## src/rtl/mc_ctrl_pkg.sv

```systemverilog
// Shared encodings for the multicycle controller: states, ALU codes, datapath select codes, opcodes.
package mc_ctrl_pkg;

   typedef enum logic [3:0] {
      S_FETCH  = 4'd0,
      S_DECODE = 4'd1,
      S_MEMADR = 4'd2,
      S_MEMRD  = 4'd3,
      S_MEMWB  = 4'd4,
      S_MEMWR  = 4'd5,
      S_EXEC_R = 4'd6,
      S_RWB    = 4'd7,
      S_BRANCH = 4'd8,
      S_EXEC_I = 4'd9,
      S_IWB    = 4'd10,
      S_JUMP   = 4'd11,
      S_JREG   = 4'd12
   } state_t;

   // Which ALU decode the current state needs
   typedef enum logic [2:0] {
      EX_NONE  = 3'd0,
      EX_ADDR  = 3'd1,
      EX_SUB   = 3'd2,
      EX_RTYPE = 3'd3,
      EX_ITYPE = 3'd4
   } exec_t;

   localparam logic [3:0] ALU_ADD     = 4'd0;
   localparam logic [3:0] ALU_SUB     = 4'd1;
   localparam logic [3:0] ALU_AND     = 4'd2;
   localparam logic [3:0] ALU_OR      = 4'd3;
   localparam logic [3:0] ALU_NOR     = 4'd4;
   localparam logic [3:0] ALU_SLT     = 4'd5;
   localparam logic [3:0] ALU_SLTU    = 4'd6;
   localparam logic [3:0] ALU_SHIFTL  = 4'd7;
   localparam logic [3:0] ALU_SHIFTR  = 4'd8;
   localparam logic [3:0] ALU_SHIFTLV = 4'd9;
   localparam logic [3:0] ALU_SHIFTRV = 4'd10;
   localparam logic [3:0] ALU_SHIFT16 = 4'd11;

   localparam logic [1:0] SRCB_B    = 2'b00;
   localparam logic [1:0] SRCB_4    = 2'b01;
   localparam logic [1:0] SRCB_IMM  = 2'b10;
   localparam logic [1:0] SRCB_BOFS = 2'b11;

   localparam logic [1:0] RDST_RT = 2'b00;
   localparam logic [1:0] RDST_RD = 2'b01;
   localparam logic [1:0] RDST_RA = 2'b10;

   localparam logic [1:0] M2R_ALU = 2'b00;
   localparam logic [1:0] M2R_MDR = 2'b01;
   localparam logic [1:0] M2R_PC  = 2'b10;

   localparam logic [1:0] PCS_ALU    = 2'b00;
   localparam logic [1:0] PCS_ALUOUT = 2'b01;
   localparam logic [1:0] PCS_JUMP   = 2'b10;
   localparam logic [1:0] PCS_REG    = 2'b11;

   localparam logic [5:0] OP_RTYPE = 6'h00;
   localparam logic [5:0] OP_J     = 6'h02;
   localparam logic [5:0] OP_JAL   = 6'h03;
   localparam logic [5:0] OP_BEQ   = 6'h04;
   localparam logic [5:0] OP_BNE   = 6'h05;
   localparam logic [5:0] OP_ADDI  = 6'h08;
   localparam logic [5:0] OP_ADDIU = 6'h09;
   localparam logic [5:0] OP_SLTI  = 6'h0A;
   localparam logic [5:0] OP_ANDI  = 6'h0C;
   localparam logic [5:0] OP_ORI   = 6'h0D;
   localparam logic [5:0] OP_LUI   = 6'h0F;
   localparam logic [5:0] OP_LW    = 6'h23;
   localparam logic [5:0] OP_SW    = 6'h2B;

   localparam logic [5:0] FN_JR   = 6'h08;
   localparam logic [5:0] FN_JALR = 6'h09;

   // R-type functions executed through EXEC_R
   function automatic logic r_funct_ok(input logic [5:0] f);
      case (f)
         6'h20, 6'h21, 6'h22, 6'h23, 6'h24, 6'h25, 6'h27,
         6'h2A, 6'h2B, 6'h00, 6'h02, 6'h04, 6'h06: r_funct_ok = 1'b1;
         default:                                   r_funct_ok = 1'b0;
      endcase
   endfunction

endpackage

```

## src/rtl/mc_ctrl_aludec.sv

```systemverilog
// Combinational ALU decode: maps Op/Funct and the state's exec type onto ALUOp and EXTOp.
module mc_aludec
   import mc_ctrl_pkg::*;
(
   input  logic [5:0] i_op,
   input  logic [5:0] i_funct,
   input  exec_t      i_exec,
   output logic [3:0] o_aluop,
   output logic       o_extop
);

   always_comb begin
      o_aluop = ALU_ADD;
      o_extop = 1'b0;
      case (i_exec)
         EX_ADDR: o_extop = 1'b1;
         EX_SUB:  o_aluop = ALU_SUB;
         EX_RTYPE: begin
            case (i_funct)
               6'h22, 6'h23: o_aluop = ALU_SUB;
               6'h24:        o_aluop = ALU_AND;
               6'h25:        o_aluop = ALU_OR;
               6'h27:        o_aluop = ALU_NOR;
               6'h2A:        o_aluop = ALU_SLT;
               6'h2B:        o_aluop = ALU_SLTU;
               6'h00:        o_aluop = ALU_SHIFTL;
               6'h02:        o_aluop = ALU_SHIFTR;
               6'h04:        o_aluop = ALU_SHIFTLV;
               6'h06:        o_aluop = ALU_SHIFTRV;
               default:      o_aluop = ALU_ADD;
            endcase
         end
         EX_ITYPE: begin
            // Only the arithmetic immediates are sign-extended
            case (i_op)
               OP_ADDI, OP_ADDIU: o_extop = 1'b1;
               OP_SLTI: begin
                  o_aluop = ALU_SLT;
                  o_extop = 1'b1;
               end
               OP_ANDI: o_aluop = ALU_AND;
               OP_ORI:  o_aluop = ALU_OR;
               OP_LUI:  o_aluop = ALU_SHIFT16;
               default: o_aluop = ALU_ADD;
            endcase
         end
         default: ;
      endcase
   end

endmodule

```

## src/rtl/mc_ctrl.sv

```systemverilog
// Multicycle MIPS main controller: sequences fetch/decode/execute/memory/writeback, drives datapath controls.
// Define MCTRL_JREG_EN to build the JREG state for jr/jalr; otherwise those encodings decode as illegal.
module mc_ctrl
   import mc_ctrl_pkg::*;
(
   input  logic       clk,
   input  logic       rst,
   input  logic [5:0] Op,
   input  logic [5:0] Funct,
   input  logic       Zero,
   output logic       PCWrite,
   output logic       IRWrite,
   output logic       MemWrite,
   output logic       RegWrite,
   output logic       IorD,
   output logic       ALUSrcA,
   output logic [1:0] ALUSrcB,
   output logic [3:0] ALUOp,
   output logic       EXTOp,
   output logic [1:0] RegDst,
   output logic [1:0] MemtoReg,
   output logic [1:0] PCSource,
   output logic       Illegal,
   output logic [3:0] State
);

   state_t r_state;
   state_t w_st;
   exec_t  w_exec;
   logic   w_dec_illegal;
   logic   w_pcw, w_irw, w_memw, w_regw, w_ill;

   always_comb begin
      w_dec_illegal = 1'b0;
      case (Op)
         OP_RTYPE: begin
            if (Funct == FN_JR || Funct == FN_JALR) begin
`ifdef MCTRL_JREG_EN
               w_dec_illegal = 1'b0;
`else
               w_dec_illegal = 1'b1;
`endif
            end else begin
               w_dec_illegal = !r_funct_ok(Funct);
            end
         end
         OP_LW, OP_SW, OP_BEQ, OP_BNE, OP_J, OP_JAL,
         OP_ADDI, OP_ADDIU, OP_SLTI, OP_ANDI, OP_ORI, OP_LUI: w_dec_illegal = 1'b0;
         default: w_dec_illegal = 1'b1;
      endcase
   end

   always_ff @(posedge clk) begin
      if (rst) begin
         r_state <= S_FETCH;
      end else begin
         case (r_state)
            S_FETCH: r_state <= S_DECODE;
            S_DECODE: begin
               if (w_dec_illegal) begin
                  r_state <= S_FETCH;
               end else begin
                  case (Op)
                     OP_LW, OP_SW:   r_state <= S_MEMADR;
`ifdef MCTRL_JREG_EN
                     OP_RTYPE:       r_state <= (Funct == FN_JR || Funct == FN_JALR) ? S_JREG : S_EXEC_R;
`else
                     OP_RTYPE:       r_state <= S_EXEC_R;
`endif
                     OP_BEQ, OP_BNE: r_state <= S_BRANCH;
                     OP_J, OP_JAL:   r_state <= S_JUMP;
                     default:        r_state <= S_EXEC_I;
                  endcase
               end
            end
            S_MEMADR: r_state <= (Op == OP_SW) ? S_MEMWR : S_MEMRD;
            S_MEMRD:  r_state <= S_MEMWB;
            S_EXEC_R: r_state <= S_RWB;
            S_EXEC_I: r_state <= S_IWB;
            default:  r_state <= S_FETCH;
         endcase
      end
   end

   // Under reset the outputs look like FETCH, with the side-effecting strobes suppressed below
   assign w_st  = rst ? S_FETCH : r_state;
   assign State = r_state;

   always_comb begin
      case (w_st)
         S_DECODE, S_MEMADR: w_exec = EX_ADDR;
         S_EXEC_R:           w_exec = EX_RTYPE;
         S_BRANCH:           w_exec = EX_SUB;
         S_EXEC_I:           w_exec = EX_ITYPE;
         default:            w_exec = EX_NONE;
      endcase
   end

   mc_aludec u_aludec (
      .i_op    (Op),
      .i_funct (Funct),
      .i_exec  (w_exec),
      .o_aluop (ALUOp),
      .o_extop (EXTOp)
   );

   always_comb begin
      w_pcw    = 1'b0;
      w_irw    = 1'b0;
      w_memw   = 1'b0;
      w_regw   = 1'b0;
      w_ill    = 1'b0;
      IorD     = 1'b0;
      ALUSrcA  = 1'b0;
      ALUSrcB  = SRCB_B;
      RegDst   = RDST_RT;
      MemtoReg = M2R_ALU;
      PCSource = PCS_ALU;
      case (w_st)
         S_FETCH: begin
            w_irw   = 1'b1;
            w_pcw   = 1'b1;
            ALUSrcB = SRCB_4;
         end
         S_DECODE: begin
            ALUSrcB = SRCB_BOFS;
            w_ill   = w_dec_illegal;
         end
         S_MEMADR: begin
            ALUSrcA = 1'b1;
            ALUSrcB = SRCB_IMM;
         end
         S_MEMRD: IorD = 1'b1;
         S_MEMWB: begin
            w_regw   = 1'b1;
            MemtoReg = M2R_MDR;
         end
         S_MEMWR: begin
            IorD   = 1'b1;
            w_memw = 1'b1;
         end
         S_EXEC_R: ALUSrcA = 1'b1;
         S_RWB: begin
            w_regw = 1'b1;
            RegDst = RDST_RD;
         end
         S_BRANCH: begin
            ALUSrcA  = 1'b1;
            PCSource = PCS_ALUOUT;
            w_pcw    = (Op == OP_BNE) ? !Zero : Zero;
         end
         S_EXEC_I: begin
            ALUSrcA = 1'b1;
            ALUSrcB = SRCB_IMM;
         end
         S_IWB: w_regw = 1'b1;
         S_JUMP: begin
            PCSource = PCS_JUMP;
            w_pcw    = 1'b1;
            if (Op == OP_JAL) begin
               w_regw   = 1'b1;
               RegDst   = RDST_RA;
               MemtoReg = M2R_PC;
            end
         end
`ifdef MCTRL_JREG_EN
         S_JREG: begin
            PCSource = PCS_REG;
            w_pcw    = 1'b1;
            if (Funct == FN_JALR) begin
               w_regw   = 1'b1;
               RegDst   = RDST_RD;
               MemtoReg = M2R_PC;
            end
         end
`endif
         default: ;
      endcase
   end

   assign PCWrite  = w_pcw  & !rst;
   assign IRWrite  = w_irw  & !rst;
   assign MemWrite = w_memw & !rst;
   assign RegWrite = w_regw & !rst;
   assign Illegal  = w_ill  & !rst;

endmodule
```

## config.mk

```make
export PLATFORM = sky130hd
export DESIGN_NAME = mc_ctrl
export DESIGN_NICKNAME = d
export VERILOG_FILES = /design/src/rtl/mc_ctrl_pkg.sv /design/src/rtl/mc_ctrl_aludec.sv /design/src/rtl/mc_ctrl.sv
export SDC_FILE = /design/constraint.sdc
export NUM_CORES = 1
export LEC_CHECK = 0
export CORE_MARGIN = 5
export CORE_UTILIZATION = 35
export DETAILED_ROUTE_END_ITERATION = 10
export PLACE_DENSITY = 0.82
export SKIP_CTS_REPAIR_TIMING = 1
export SLEW_MARGIN = 10
export SYNTH_ARGS = -nofsm -noshare
export SYNTH_HDL_FRONTEND = slang
export SYNTH_SLANG_ARGS = --single-unit
```

## constraint.sdc

```tcl
create_clock -name clk -period 1.72 [get_ports clk]
set_input_delay 0.344 -clock clk [delete_from_list [all_inputs] [get_ports clk]]
set_output_delay 0.344 -clock clk [all_outputs]
set_load 0.05 [all_outputs]
```

==> out/qor.txt, run 1 <==
Clk buf depth: 2
I/O pin cnt: 39
Err: [ERROR DPL-0038] Utilization greater than 100%, impossible to legalize
Worst EP kind: top-level output
Register bit count reported by yosys: 4
Avg Cell Area, Syn: 6.52 um2
Synthesized Nets: 144
Initial core utilization: 37.3%
Clock root buffer: clkbuf_4
Cell Area, Synth: 841 um2
Status: aborted with a tool error
Dpl cells: 235
Synth area leader: dfxtp_1
Pin count of the biggest net entering global routing: 10
Netlist cell types: 47
Dpl ws: -0.707 ns
Cts bufs inserted: 3
Mapped Cells: 129
DIE WIDTH: 59.0 um
Row Count: 17
Top-count cell post-synth: nand2_1
Primary FF master, synth: dfxtp_1
Clk sink count: 4
Die height: 59.0 um
FFs w/ async S/R, synth: 0%
Exit stage: global routing
H-tree depth: 1
Seq/Total Area, Yosys: 9.52%
Area contributors post-synth: dfxtp_1 9.5%, nand2b_1 5.2%, nand2_1 4.9%, nor3_1 4.8%, clkbuf_1 4.0%
GRT worst endpoint: PCWrite
RD Place Congestion: 0.880
IO Port Bufs: 38
Yosys warns: 0
Commonest cells in the synthesized netlist: 11 x nand2_1, 9 x clkbuf_1, 9 x nor2_1, 8 x nor3_1
Post-synth top area share: 9.52%
Post-DP HPWL: 3490 um
Post-synth EDFFs: 0
-- per-stage QoR --
step	hold WS [ns]	TNS, ns	cell area, um2
floorplan	0.552	-3.71	1030
CTS	0.598	-8.71	2000
global placement	0.556	-8.13	1980
detailed placement	0.590	-9.10	1980
-- cell families after synthesis --
group                     count (synthesis)  synth area share [%]
DFF                                       4                  9.52
buffers and inverters                    20                  10.3
muxes                                     2                  2.53
xor gates and xnor gates                  3                  3.13
and+or+nand+nor                          66                  45.2
AOI/OAI and AO/OA                        34                  29.3
==> run 2, diff against run 1 <==
--- a/config.mk
+++ b/config.mk
@@ -6,9 +6,9 @@
 export NUM_CORES = 1
 export LEC_CHECK = 0
 export CORE_MARGIN = 5
-export CORE_UTILIZATION = 35
+export CORE_UTILIZATION = 20
 export DETAILED_ROUTE_END_ITERATION = 10
-export PLACE_DENSITY = 0.82
+export PLACE_DENSITY_LB_ADDON = 0.15
 export SKIP_CTS_REPAIR_TIMING = 1
 export SLEW_MARGIN = 10
 export SYNTH_ARGS = -nofsm -noshare
==> constraint.sdc (replaced) <==
create_clock -name clk -period 2.2 [get_ports clk]
set_input_delay 0.44 -clock clk [delete_from_list [all_inputs] [get_ports clk]]
set_output_delay 0.44 -clock clk [all_outputs]
set_load 0.05 [all_outputs]
==> run 2 against run 1 <==
The flow now finishes, with violations (setup timing). Synthesized area did not move. Synthesized cell count unchanged.
==> out/qor.txt, run 2 <==
Gr busiest metal: met2
Post-synth EDFFs: 0
GR Util met3: 0.534%
Post-synthesis compound-gate area fraction: 29.3%
Failing checks: setup timing
Critical path launch point type: input pin
Clk buf depth: 2
Clock Skews: 0.00511 ns
Top-count cell post-synth: nand2_1
Synth Area in Adders: 0%
Worst-path clk slew: 0.04 ns
Worst hold path class: flop to flop
Initial DRC count: 44
Remaining antenna violation count after routing: 0
Row Count: 23
Area contributors post-synth: dfxtp_1 9.5%, nand2b_1 5.2%, nand2_1 4.9%, nor3_1 4.8%, clkbuf_1 4.0%
Tmin final: 2.35 ns
H-tree depth: 1
Slew margin rel.: 66.5%
Post-Synth XOR/XNOR Area: 3.12%
Netlist cell types: 47
Core area: 0.00403 mm2
Cts bufs inserted: 3
Global-route wire length before repair: 5470 um
Nets: 225
Vias: 1266
Final worst slack: -0.154 ns
RD Place Congestion: 0.858
Clk sink count: 4
Commonest non-fill, non-tap cell in the layout: buf_4
IO Port Bufs: 38
Register bit count reported by yosys: 4
Final Cycle Share: 107%
Met2 GRT Util: 21.4%
Mapped Cells: 129
CTS tree: done
RSZ-0062 raised after global routing: true
Power Density: 271 mW/mm2
Max FFs per register: 4
DIE WIDTH: 74.8 um
Filler cells: 398
FFs w/ async S/R, synth: 0%
Seq/Total Area, Yosys: 9.52%
WL/cell: 13.3 um
Met1 Use GR: 15.5%
Maximum fanout along the worst path: 3
DRC Markers: 0
Commonest cells in the synthesized netlist: 11 x nand2_1, 9 x clkbuf_1, 9 x nor2_1, 8 x nor3_1
Max Fclk: 0.425 GHz
Status: finished with violations
Final Hold Viols: 0
Area Growth Syn to Fin: 142%
Vias in the first global route: 1246
Yosys warns: 0
Crit path capture type: output pin
Ant. Diodes: 0
Total Wirelength: 3450 um
Avg Cell Area, Syn: 6.52 um2
Final setup fails: 3
Post-synth top area share: 9.52%
CP Class: input pin to output pin
Share of layout cells above drive strength 1: 54.1%
LEAKAGE: 0.957 nW
Synthesized Nets: 144
Post-synthesis mux area share: 2.53%
# Max-Cap Violations: 0
Maximum vdd drop: 0.154 mV
Cell Area, Synth: 841 um2
Full die area: 0.00560 mm2
Number of antenna violations at the first check in global routing: 0
Largest family of logic cells by synthesized area: simple AND/OR/NAND/NOR gates
Worst-Margin Slew: 0.501 ns
CP arrival: 1.91 ns
Pre-antenna DRT Iters: 4
Pin count of the biggest net entering global routing: 14
Clock root buffer: clkbuf_8
GRT Overall Usage: 11.9%
Area of the multi-input gates: 836 um2
Synth area leader: dfxtp_1
Initial core utilization: 20.9%
DR vias/cell: 4.89
Die height: 74.8 um
Placed Area: 0.00185 mm2
Primary FF master, synth: dfxtp_1
Commonest cells after routing, fill and taps aside: 51 x buf_4, 19 x buf_12, 11 x nand2_1
I/O pin cnt: 39
Post-route cell area: 0.00203 mm2
Critical Path RT: 1.76 ns
Worst-skew pair later-pin latency: 0.22 ns
Post-DP HPWL: 2790 um
Total Power: 0.551 mW
Storage cell area: 95.1 um2
Final slew viol count: 0
GR Overflow Total: 0
Post-synthesis simple-gate area fraction: 45.2%
[run 2: critical path, cell delays in order]
cell and delay, ns:
buf_6 0.09, or4_4 0.56, o211ai_2 0.19, o31ai_2 0.10, or3_4 0.38, buf_8 0.16
[run 2: area by class of cell]
class / instances / share of cell area, %
timing repair buffer: 89 / 47.6
multi-input combinational: 105 / 41.1
sequential: 4 / 4.68
tap: 50 / 3.08
clock buffer: 4 / 2.22
inverter: 7 / 1.29
[run 2: cell families (layout without fill, tap and decap cells)]
logic type                Yosys count  after routing
AOI/OAI and AO/OA                  34             34
DFF                                 4              4
xor gates and xnor gates            3              3
and+or+nand+nor                    66             66
muxes                               2              2
buffers and inverters              20            100
[run 2: routing by layer]
layer / routed length (um) / vias up
li1: - / 639
met1: 1500 / 578
met2: 1720 / 46
met3: 210 / 3
met4: 24 / 0
met5: 0 / -
[run 2: path summary, 6_finish.rpt]
| kind | start | end | slack (ns) | cells after the start |
|---|---|---|---|---|
| hold / removal | State[0] | State[0] | 0.63 | 2 |
| setup reg to reg | State[2] | State[1] | 0.76 | 5 |
| hold reg to reg | State[0] | State[0] | 0.63 | 2 |
| setup / recovery | Op[4] | PCWrite | -0.15 | 6 |
[run 2: power breakdown]
| group | switching, mW | internal [mW] | total, mW |
|---|---|---|---|
| logic | 0.159 | 0.154 | 0.313 |
| clock network | 0.0374 | 0.124 | 0.161 |
| registers | 0.00365 | 0.0736 | 0.0772 |
| total | 0.200 | 0.351 | 0.551 |
[run 2: per-stage QoR]
stage / hold WS, ns / TNS [ns] / utilization (%) / worst slack (ns) / cells
floorplan: 0.648 / -0.109 / - / -0.0561 / 129
global placement: 0.618 / -3.22 / 46.0 / -0.447 / 247
detailed placement: 0.626 / -3.23 / 46.0 / -0.459 / 247
CTS: 0.631 / -3.38 / 47.1 / -0.460 / 251
global route: 0.650 / -0.502 / 50.5 / -0.183 / 259
finish: 0.625 / -0.303 / 50.5 / -0.154 / 259
Note: power is estimated with default switching activity, not from simulation.
